### config.mk
export PLATFORM = sky130hd
export DESIGN_NAME = rot4_arbiter_flat
export DESIGN_NICKNAME = d
export VERILOG_FILES = /design/src/rtl/rot4_pkg.sv /design/src/rtl/rot4_arbiter_if.sv /design/src/rtl/barrel_shifter.sv /design/src/rtl/rot4_arbiter.sv /design/src/flat_wrapper.sv
export SDC_FILE = /design/constraint.sdc
export NUM_CORES = 1
export LEC_CHECK = 0
export ABC_AREA = 1
export CORE_AREA = 3 3 46 48
export CTS_BUF_LIST = sky130_fd_sc_hd__clkbuf_8 sky130_fd_sc_hd__clkbuf_16
export DETAILED_ROUTE_END_ITERATION = 8
export DIE_AREA = 0 0 49 51
export PLACE_DENSITY = 0.74
export SYNTH_ARGS = -nofsm -noshare
export SYNTH_HDL_FRONTEND = slang
export SYNTH_SLANG_ARGS = --single-unit
### constraint.sdc
create_clock -name clk -period 2.35 [get_ports clk]
set_input_delay 0.47 -clock clk [delete_from_list [all_inputs] [get_ports clk]]
set_output_delay 0.47 -clock clk [all_outputs]
set_load 0.01 [all_outputs]
### src/rtl/rot4_pkg.sv
// Shared types and constants for the two-requester 4-bit rotate arbiter.
package rot4_pkg;
  localparam int ROT_W = 4;

  typedef enum logic {ROT_LEFT = 1'b0, ROT_RIGHT = 1'b1} rot_dir_e;

  typedef struct packed {
    logic [ROT_W-1:0] data;
    logic [1:0]       amt;
    rot_dir_e         dir;
  } rot_req_t;

  typedef enum logic {OUT_EMPTY = 1'b0, OUT_FULL = 1'b1} out_state_e;

  // A left rotate by k is the right rotate by (4-k) mod 4.
  function automatic logic [1:0] right_amt(input rot_dir_e dir, input logic [1:0] amt);
    return (dir == ROT_RIGHT) ? amt : (2'd0 - amt);
  endfunction
endpackage

### src/rtl/rot4_arbiter_if.sv
// Request/response bundle between the two clients, the consumer and the arbiter.
interface rot4_arbiter_if;
  import rot4_pkg::*;

  logic             req0_valid;
  logic             req0_ready;
  logic [ROT_W-1:0] req0_data;
  logic [1:0]       req0_amt;
  logic             req0_dir;
  logic             req1_valid;
  logic             req1_ready;
  logic [ROT_W-1:0] req1_data;
  logic [1:0]       req1_amt;
  logic             req1_dir;
  logic             rsp_valid;
  logic             rsp_ready;
  logic [ROT_W-1:0] rsp_data;
  logic             rsp_id;

  modport master (
    output req0_valid, req0_data, req0_amt, req0_dir,
    output req1_valid, req1_data, req1_amt, req1_dir,
    output rsp_ready,
    input  req0_ready, req1_ready, rsp_valid, rsp_data, rsp_id
  );

  modport slave (
    input  req0_valid, req0_data, req0_amt, req0_dir,
    input  req1_valid, req1_data, req1_amt, req1_dir,
    input  rsp_ready,
    output req0_ready, req1_ready, rsp_valid, rsp_data, rsp_id
  );
endinterface

### src/rtl/barrel_shifter.sv
// Combinational 4-bit rotator; every rotate is normalised to a right rotate.
module barrel_shifter
  import rot4_pkg::*;
(
  input  logic [ROT_W-1:0] data_i,
  input  logic [1:0]       amt_i,
  input  rot_dir_e         dir_i,
  output logic [ROT_W-1:0] data_o
);
  logic [1:0] rsh;

  always_comb begin
    rsh = right_amt(dir_i, amt_i);
    unique case (rsh)
      2'd0:    data_o = data_i;
      2'd1:    data_o = {data_i[0],   data_i[3:1]};
      2'd2:    data_o = {data_i[1:0], data_i[3:2]};
      default: data_o = {data_i[2:0], data_i[3]};
    endcase
  end
endmodule

### src/rtl/rot4_arbiter.sv
// Round-robin arbiter sharing one rotator between two requesters, with a
// one-entry registered output stage tagged by the winning requester.
module rot4_arbiter
  import rot4_pkg::*;
(
  input  logic           clk,
  input  logic           rst,
  rot4_arbiter_if.slave  bus
);
  out_state_e       state_q, state_d;
  logic [ROT_W-1:0] data_q, data_d;
  logic             id_q, id_d;
  logic             last_q, last_d;
  logic             can_accept;
  logic             grant;
  logic             ready0, ready1, accept;
  rot_req_t         sel;
  logic [ROT_W-1:0] rot;

  assign can_accept = (state_q == OUT_EMPTY) || bus.rsp_ready;

  // Contested cycles go to whoever did not win last time.
  always_comb begin
    grant = 1'b0;
    if (bus.req0_valid && bus.req1_valid) grant = ~last_q;
    else if (bus.req1_valid)              grant = 1'b1;
  end

  assign ready0 = !rst && can_accept && bus.req0_valid && !grant;
  assign ready1 = !rst && can_accept && bus.req1_valid &&  grant;
  assign accept = ready0 || ready1;

  always_comb begin
    if (grant) sel = '{data: bus.req1_data, amt: bus.req1_amt, dir: rot_dir_e'(bus.req1_dir)};
    else       sel = '{data: bus.req0_data, amt: bus.req0_amt, dir: rot_dir_e'(bus.req0_dir)};
  end

  barrel_shifter u_rot (
    .data_i (sel.data),
    .amt_i  (sel.amt),
    .dir_i  (sel.dir),
    .data_o (rot)
  );

  always_comb begin
    state_d = state_q;
    data_d  = data_q;
    id_d    = id_q;
    last_d  = last_q;
    if (accept) begin
      state_d = OUT_FULL;
      data_d  = rot;
      id_d    = grant;
      last_d  = grant;
    end else if (state_q == OUT_FULL && bus.rsp_ready) begin
      state_d = OUT_EMPTY;
    end
  end

  always_ff @(posedge clk) begin
    if (rst) begin
      state_q <= OUT_EMPTY;
      data_q  <= '0;
      id_q    <= 1'b0;
      last_q  <= 1'b1;
    end else begin
      state_q <= state_d;
      data_q  <= data_d;
      id_q    <= id_d;
      last_q  <= last_d;
    end
  end

  assign bus.req0_ready = ready0;
  assign bus.req1_ready = ready1;
  assign bus.rsp_valid  = (state_q == OUT_FULL);
  assign bus.rsp_data   = data_q;
  assign bus.rsp_id     = id_q;
endmodule

### src/flat_wrapper.sv
// flat-port wrapper written by rule: the top's interface ports become plain ports
module rot4_arbiter_flat import rot4_pkg::*;
  (clk, rst, bus_req0_valid, bus_req0_data, bus_req0_amt, bus_req0_dir, bus_req1_valid, bus_req1_data, bus_req1_amt, bus_req1_dir, bus_rsp_ready, bus_req0_ready, bus_req1_ready, bus_rsp_valid, bus_rsp_data, bus_rsp_id);
  rot4_arbiter_if bus_i ();
  input  logic clk;
  input  logic rst;
  input wire logic [$bits(bus_i.req0_valid)-1:0] bus_req0_valid;
  input wire logic [$bits(bus_i.req0_data)-1:0] bus_req0_data;
  input wire logic [$bits(bus_i.req0_amt)-1:0] bus_req0_amt;
  input wire logic [$bits(bus_i.req0_dir)-1:0] bus_req0_dir;
  input wire logic [$bits(bus_i.req1_valid)-1:0] bus_req1_valid;
  input wire logic [$bits(bus_i.req1_data)-1:0] bus_req1_data;
  input wire logic [$bits(bus_i.req1_amt)-1:0] bus_req1_amt;
  input wire logic [$bits(bus_i.req1_dir)-1:0] bus_req1_dir;
  input wire logic [$bits(bus_i.rsp_ready)-1:0] bus_rsp_ready;
  output wire logic [$bits(bus_i.req0_ready)-1:0] bus_req0_ready;
  output wire logic [$bits(bus_i.req1_ready)-1:0] bus_req1_ready;
  output wire logic [$bits(bus_i.rsp_valid)-1:0] bus_rsp_valid;
  output wire logic [$bits(bus_i.rsp_data)-1:0] bus_rsp_data;
  output wire logic [$bits(bus_i.rsp_id)-1:0] bus_rsp_id;
  assign bus_i.req0_valid = bus_req0_valid;
  assign bus_i.req0_data = bus_req0_data;
  assign bus_i.req0_amt = bus_req0_amt;
  assign bus_i.req0_dir = bus_req0_dir;
  assign bus_i.req1_valid = bus_req1_valid;
  assign bus_i.req1_data = bus_req1_data;
  assign bus_i.req1_amt = bus_req1_amt;
  assign bus_i.req1_dir = bus_req1_dir;
  assign bus_i.rsp_ready = bus_rsp_ready;
  assign bus_req0_ready = bus_i.req0_ready;
  assign bus_req1_ready = bus_i.req1_ready;
  assign bus_rsp_valid = bus_i.rsp_valid;
  assign bus_rsp_data = bus_i.rsp_data;
  assign bus_rsp_id = bus_i.rsp_id;
  rot4_arbiter u_core (.clk(clk), .rst(rst), .bus(bus_i));
endmodule
# ---- Word-level counts from Yosys, hierarchy flattened
# Cells that the tools add are included.
dict set report word_totals {
  elab_cells 29
  ff_bits 7
}
dict set report classes {
  addsub 1
  bitwise 2
  eq_ne 2
  reduce_logical 13
  mux 7
}
# cell n
set ops {}
lappend ops {{4-bit case mux with 3 select lines} 1}
lappend ops {{1-bit logical AND} 7}
lappend ops {{7-bit two-way mux} 1}
lappend ops {{1-bit two-way mux} 4}
lappend ops {{2-bit by 1-bit == test with 1-bit output (second input constant)} 1}
lappend ops {{2-bit == test (second input constant)} 1}
lappend ops {{1-bit zero test} 2}
lappend ops {{2-bit zero test} 1}
lappend ops {{1-bit logical OR} 2}
lappend ops {{2-bit two-way mux} 1}
lappend ops {{1-bit inverter} 2}
lappend ops {{2-bit nonzero test} 1}
lappend ops {{1-bit by 2-bit subtractor with 2-bit output (first input constant)} 1}

# ---- Longest topological paths before layout
# Gate-level depths: netlist of run 1.
dict set report logic_depth {
  word_depth 7
  mapped_depth 13
  depth_no_buf 12
}

# ---- By module
# Synthesis of run 1 repeated with hierarchy kept, for this count alone.
dict set report unflattened {
  cells_unflattened 109
  area_unflattened_um2 634.4
}
# module n_inst area_each_um2 cells_each seq_area_each_um2
set by_module_without_submodules {}
lappend by_module_without_submodules {rot4_arbiter 1 416.6 68 140.1}
lappend by_module_without_submodules {barrel_shifter 1 217.7 41 0.0}

# ---- Least setup slack after synthesis of run 1
# OpenSTA, ideal clock, no wires.
dict set report synth_path {
  path_kind {input -> register}
  start {in bus_req0_valid}
  end {reg u_core.data_q[0] (netlist: u_core.bus.rsp_data[0])}
  setup_time_ns 0.109
  path_stages 12
  path_slack_ns 0.477
  arrival_time_ns 1.764
  cell_sequence {nand2_2 clkbuf_4 nand3_4 nand2_8 inv_1 ha_1 nand3_1 nand3_4 nand2_1 nand3_1 nand2_1 inv_1}
}
dict set report synth_via {
  elab_chain_cells 7
}
# element line
set synth_rtl {}
lappend synth_rtl {{start: declaration} flat_wrapper.sv:7} ;# input wire logic [$bits(bus_i.req0_valid)-1:0] bus_req0_valid;
lappend synth_rtl {{1-bit logical AND} rot4_arbiter.sv:25} ;# if (bus.req0_valid && bus.req1_valid) grant = ~last_q;
lappend synth_rtl {{1-bit two-way mux} rot4_arbiter.sv:25}
lappend synth_rtl {{7-bit two-way mux} rot4_arbiter.sv:34} ;# if (grant) sel = '{data: bus.req1_data, amt: bus.req1_amt, dir: rot_dir_e'(bus.req1_dir)};
lappend synth_rtl {{1-bit by 2-bit subtractor with 2-bit output} rot4_pkg.sv:17} ;# return (dir == ROT_RIGHT) ? amt : (2'd0 - amt);
lappend synth_rtl {{2-bit two-way mux} rot4_pkg.sv:17}
lappend synth_rtl {{2-bit == test (tied with other cells)} barrel_shifter.sv:14} ;# unique case (rsh)
lappend synth_rtl {{4-bit case mux with 3 select lines} barrel_shifter.sv:14}
lappend synth_rtl {{end signal: assignment} rot4_arbiter.sv:68} ;# data_q <= data_d;
lappend synth_rtl {{end: declaration} rot4_arbiter.sv:11} ;# logic [ROT_W-1:0] data_q, data_d;
# Several ways; a longest one is shown, not always the timed one.
# A chain may end at the register's enable or synchronous reset.

# ---- Worst setup path in the final report of run 1
dict set report layout_path {
  start {in bus_req0_valid}
  end {out bus_req1_ready}
}
dict set report layout_via {
  elab_chain_cells 3
}
# element line
set layout_rtl {}
lappend layout_rtl {{1-bit logical AND} rot4_arbiter.sv:25}
lappend layout_rtl {{1-bit two-way mux} rot4_arbiter.sv:25}
lappend layout_rtl {{1-bit logical AND} rot4_arbiter.sv:30} ;# assign ready1 = !rst && can_accept && bus.req1_valid && grant;
lappend layout_rtl {{end: declaration} flat_wrapper.sv:17} ;# output wire logic [$bits(bus_i.req1_ready)-1:0] bus_req1_ready;
# Every way passes these cells.

==> impl_metrics.env, run 1 <==
export IMPL_setup_viol=0
export IMPL_ys_top_cells_by_area="dfxtp_1, nand3_1, nand2_1"
export IMPL_grt_overflow_total=0
export IMPL_fp_dieW_um=49
export IMPL_instances_no_fill=181
export IMPL_avgSynthCellArea_um2=6.26
export IMPL_pin_count=27
export IMPL_coreArea_um2=1750
export IMPL_syn_area_um2=732
export IMPL_period_share_pct=96.5
export IMPL_clock_latency_ns=0.23
export IMPL_die_y_um=51
export IMPL_worst_hold_path_type="register to register"
export IMPL_num_vias=836
export IMPL_rows=15
export IMPL_critPathCaptureType="output port"
export IMPL_die_area_um2=2500
export IMPL_path_cells="clkdlybuf4s50_1, nand2_2, nand2_4, nor2_2, clkdlybuf4s50_1"
export IMPL_clk_root_buffer_cell="clkbuf_8"
export IMPL_nets=178
export IMPL_cap_violations=0
export IMPL_diodes=0
export IMPL_via_per_inst=4.62
export IMPL_rr_startpoint="u_core.last_q$_SDFFE_PP1P_"
export IMPL_cpMostUsedCell="clkdlybuf4s50_1"
export IMPL_rsz0062_at_grt="false"
export IMPL_syn_inst=117
export IMPL_slew_violations=0
export IMPL_seq_area_frac_synth_pct=19.1
export IMPL_first_pass_iters=4
export IMPL_status="complete, no violations"
export IMPL_cpPeakStageDelay_ns=0.54
export IMPL_synth_warnings=0
export IMPL_clock_path_buffers=2
export IMPL_drive_gt1_share_pct=20.5
export IMPL_syn_to_final_growth_pct=55.2
export IMPL_drc=0
export IMPL_report_power_total_uw=523
export IMPL_cp_top_family="buffers and inverters"
export IMPL_path_clk_slew_ns=0.04
export IMPL_min_from="u_core.last_q$_SDFFE_PP1P_"
export IMPL_slowest_stage="clkdlybuf4s50_1"
export IMPL_antenna_found_initial=0
export IMPL_crit_fanout=6
export IMPL_hold_ws_ns=0.482
export IMPL_cp_startpoint="bus_req0_valid"
export IMPL_start_util_pct=41.9
export IMPL_critPathKind="input pin to output port"
export IMPL_io_buffers=26
export IMPL_synth_nets=138
export IMPL_wl_mm=1.70
export IMPL_yosys_area_top_type="dfxtp_1"
export IMPL_hpwl_mm=1.47
export IMPL_fin_worst_skew_ns=0.00190
export IMPL_htreeDepth=1
export IMPL_cp_start_kind="input pin"
export IMPL_place_gp_congestion=0.844
export IMPL_powerDensity_nw_per_um2=460
export IMPL_p_leak_uw=0.000597
export IMPL_grt_max_degree=10
export IMPL_cts_sinks=7
export IMPL_synth_top_area_share_pct=19.1
export IMPL_vdd_drop_max_uv=362
export IMPL_first_iter_violations=4
export IMPL_tightestPinTransition_ns=0.263
export IMPL_tritoncts="done"
export IMPL_path_buf_inv=2
export IMPL_grt_total_usage_pct=16.7
export IMPL_synth_seq_cells=7
export IMPL_grt_pass1_wl_mm=3.25
export IMPL_required_ns=1.88
export IMPL_period_minus_slack_ns=2.27
export IMPL_max_slew_margin_rel_pct=82.4
export IMPL_antenna_left=0
export IMPL_cts_made_buffers=3
export IMPL_wire_per_inst_um=9.36
export IMPL_cp_arrival_ns=1.80
export IMPL_max_freq_mhz=441
export IMPL_hold_viol=0
export IMPL_grt_pass1_vias=803
export IMPL_yosysUniqueCellTypes=20
export IMPL_dp_cells=177
[tightest hold or removal path: cells and delay by family (launching register included)]
family | cells | cell delay (ns)
flip-flops | 1 | 0.34
AND/OR/NAND/NOR | 2 | 0.11
[synth_stat cells]
cell type	n
inv_1	20
nand2_2	8
buf_4	1
nand4_1	4
o21ai_0	1
buf_6	1
nand3_4	2
ha_1	2
nor2_2	1
nand2_1	28
nand3b_1	1
nor2_1	9
a21oi_1	1
nand2_8	1
nand3_1	23
nand3_2	4
dfxtp_1	7
a31oi_1	1
clkbuf_4	1
nand2_4	1
[through the flow]
step | worst slack, ns | utilization [%] | area, µm² | setup TNS (ns)
after detailed placement | -0.0838 | 62.3 | 1090 | -0.231
after floorplan | 0.477 | - | 732 | 0
after CTS | 0.0283 | 64.8 | 1130 | 0
after global routing | 0.00995 | 65.1 | 1140 | 0
after global placement | -0.0668 | 62.3 | 1090 | -0.0668
final | 0.0831 | 65.1 | 1140 | 0
[worst paths after layout]
path / end / slack, ns / cells past startpoint
max: bus_req1_ready / 0.08 / 5
min: u_core.last_q$_SDFFE_PP1P_ / 0.48 / 2
max reg2reg: u_core.bus.rsp_data[0]$_SDFFE_PP0P_ / 0.61 / 12
min reg2reg: u_core.last_q$_SDFFE_PP1P_ / 0.48 / 2
[area by class of cell]
cell class | instances | area (µm²)
multi-input combinational | 87 | 495
timing repair buffer | 38 | 349
tap | 25 | 31.3
clock buffer | 3 | 41.3
sequential | 7 | 140
inverter | 20 | 75.1
fill | 171 | 609
clock inverter | 1 | 3.75
[where the power goes]
part / leakage [µW] / switching [µW] / internal (µW) / total (µW)
Combinational: 0.000512 / 110 / 110 / 220
Sequential: 0.0000580 / 5.26 / 131 / 136
Clock: 0.0000269 / 54.1 / 113 / 167
Total: 0.000597 / 169 / 354 / 523
[routing by layer]
| metal | share of wire (%) | routed length (µm) | GRT usage, % |
|---|---|---|---|
| met2 | 51 | 865 | 29.2 |
| met3 | 5.0 | 85 | 5.83 |
| met4 | 1.3 | 22 | 6.16 |
| met5 | 0 | 0 | 0 |
| met1 | 43 | 722 | 18.7 |
[what timing repair did]
item / in CTS / in global routing
hold buffers: 0 / 0
buffers inserted: 0 / 0
endpoints found under the setup margin: 1 / 1
hold endpoints to repair: 0 / 0
resized for setup: 1 / 1
[state kept, by name, summed over array words and instances, names as in the netlist]
signal and cells:
u_core.bus.rsp_valid 1, u_core.bus.rsp_data 4, u_core.last_q 1, u_core.bus.rsp_id 1
[cell families after synthesis]
logic type                 after synthesis  synth area share, %
adders and majority gates                2                 3.42
DFF                                      7                 19.1
and+or+nand+nor                         82                 61.4
AOI/OAI and AO/OA                        3                 2.22
buffers and inverters                   23                 13.8
[cell usage in the layout (no fill, tap or decap), drive strengths merged]
master,instances
nand2,38
a31oi,1
buf,12
clkdlybuf4s50,25
inv,21
a21oi,1
dfxtp,7
nand3b,1
ha,2
clkbuf,3
dlygate4sd2,1
nand4,4
nand3,29
o21ai,1
nor2,10
(Power assumes the default switching activity.)
==> inputs of run 2 (changes only) <==
- SLEW_MARGIN: unset -> 30
==> results of run 2 <==
The final DEF is identical to that of run 1; final timing and power are the same.
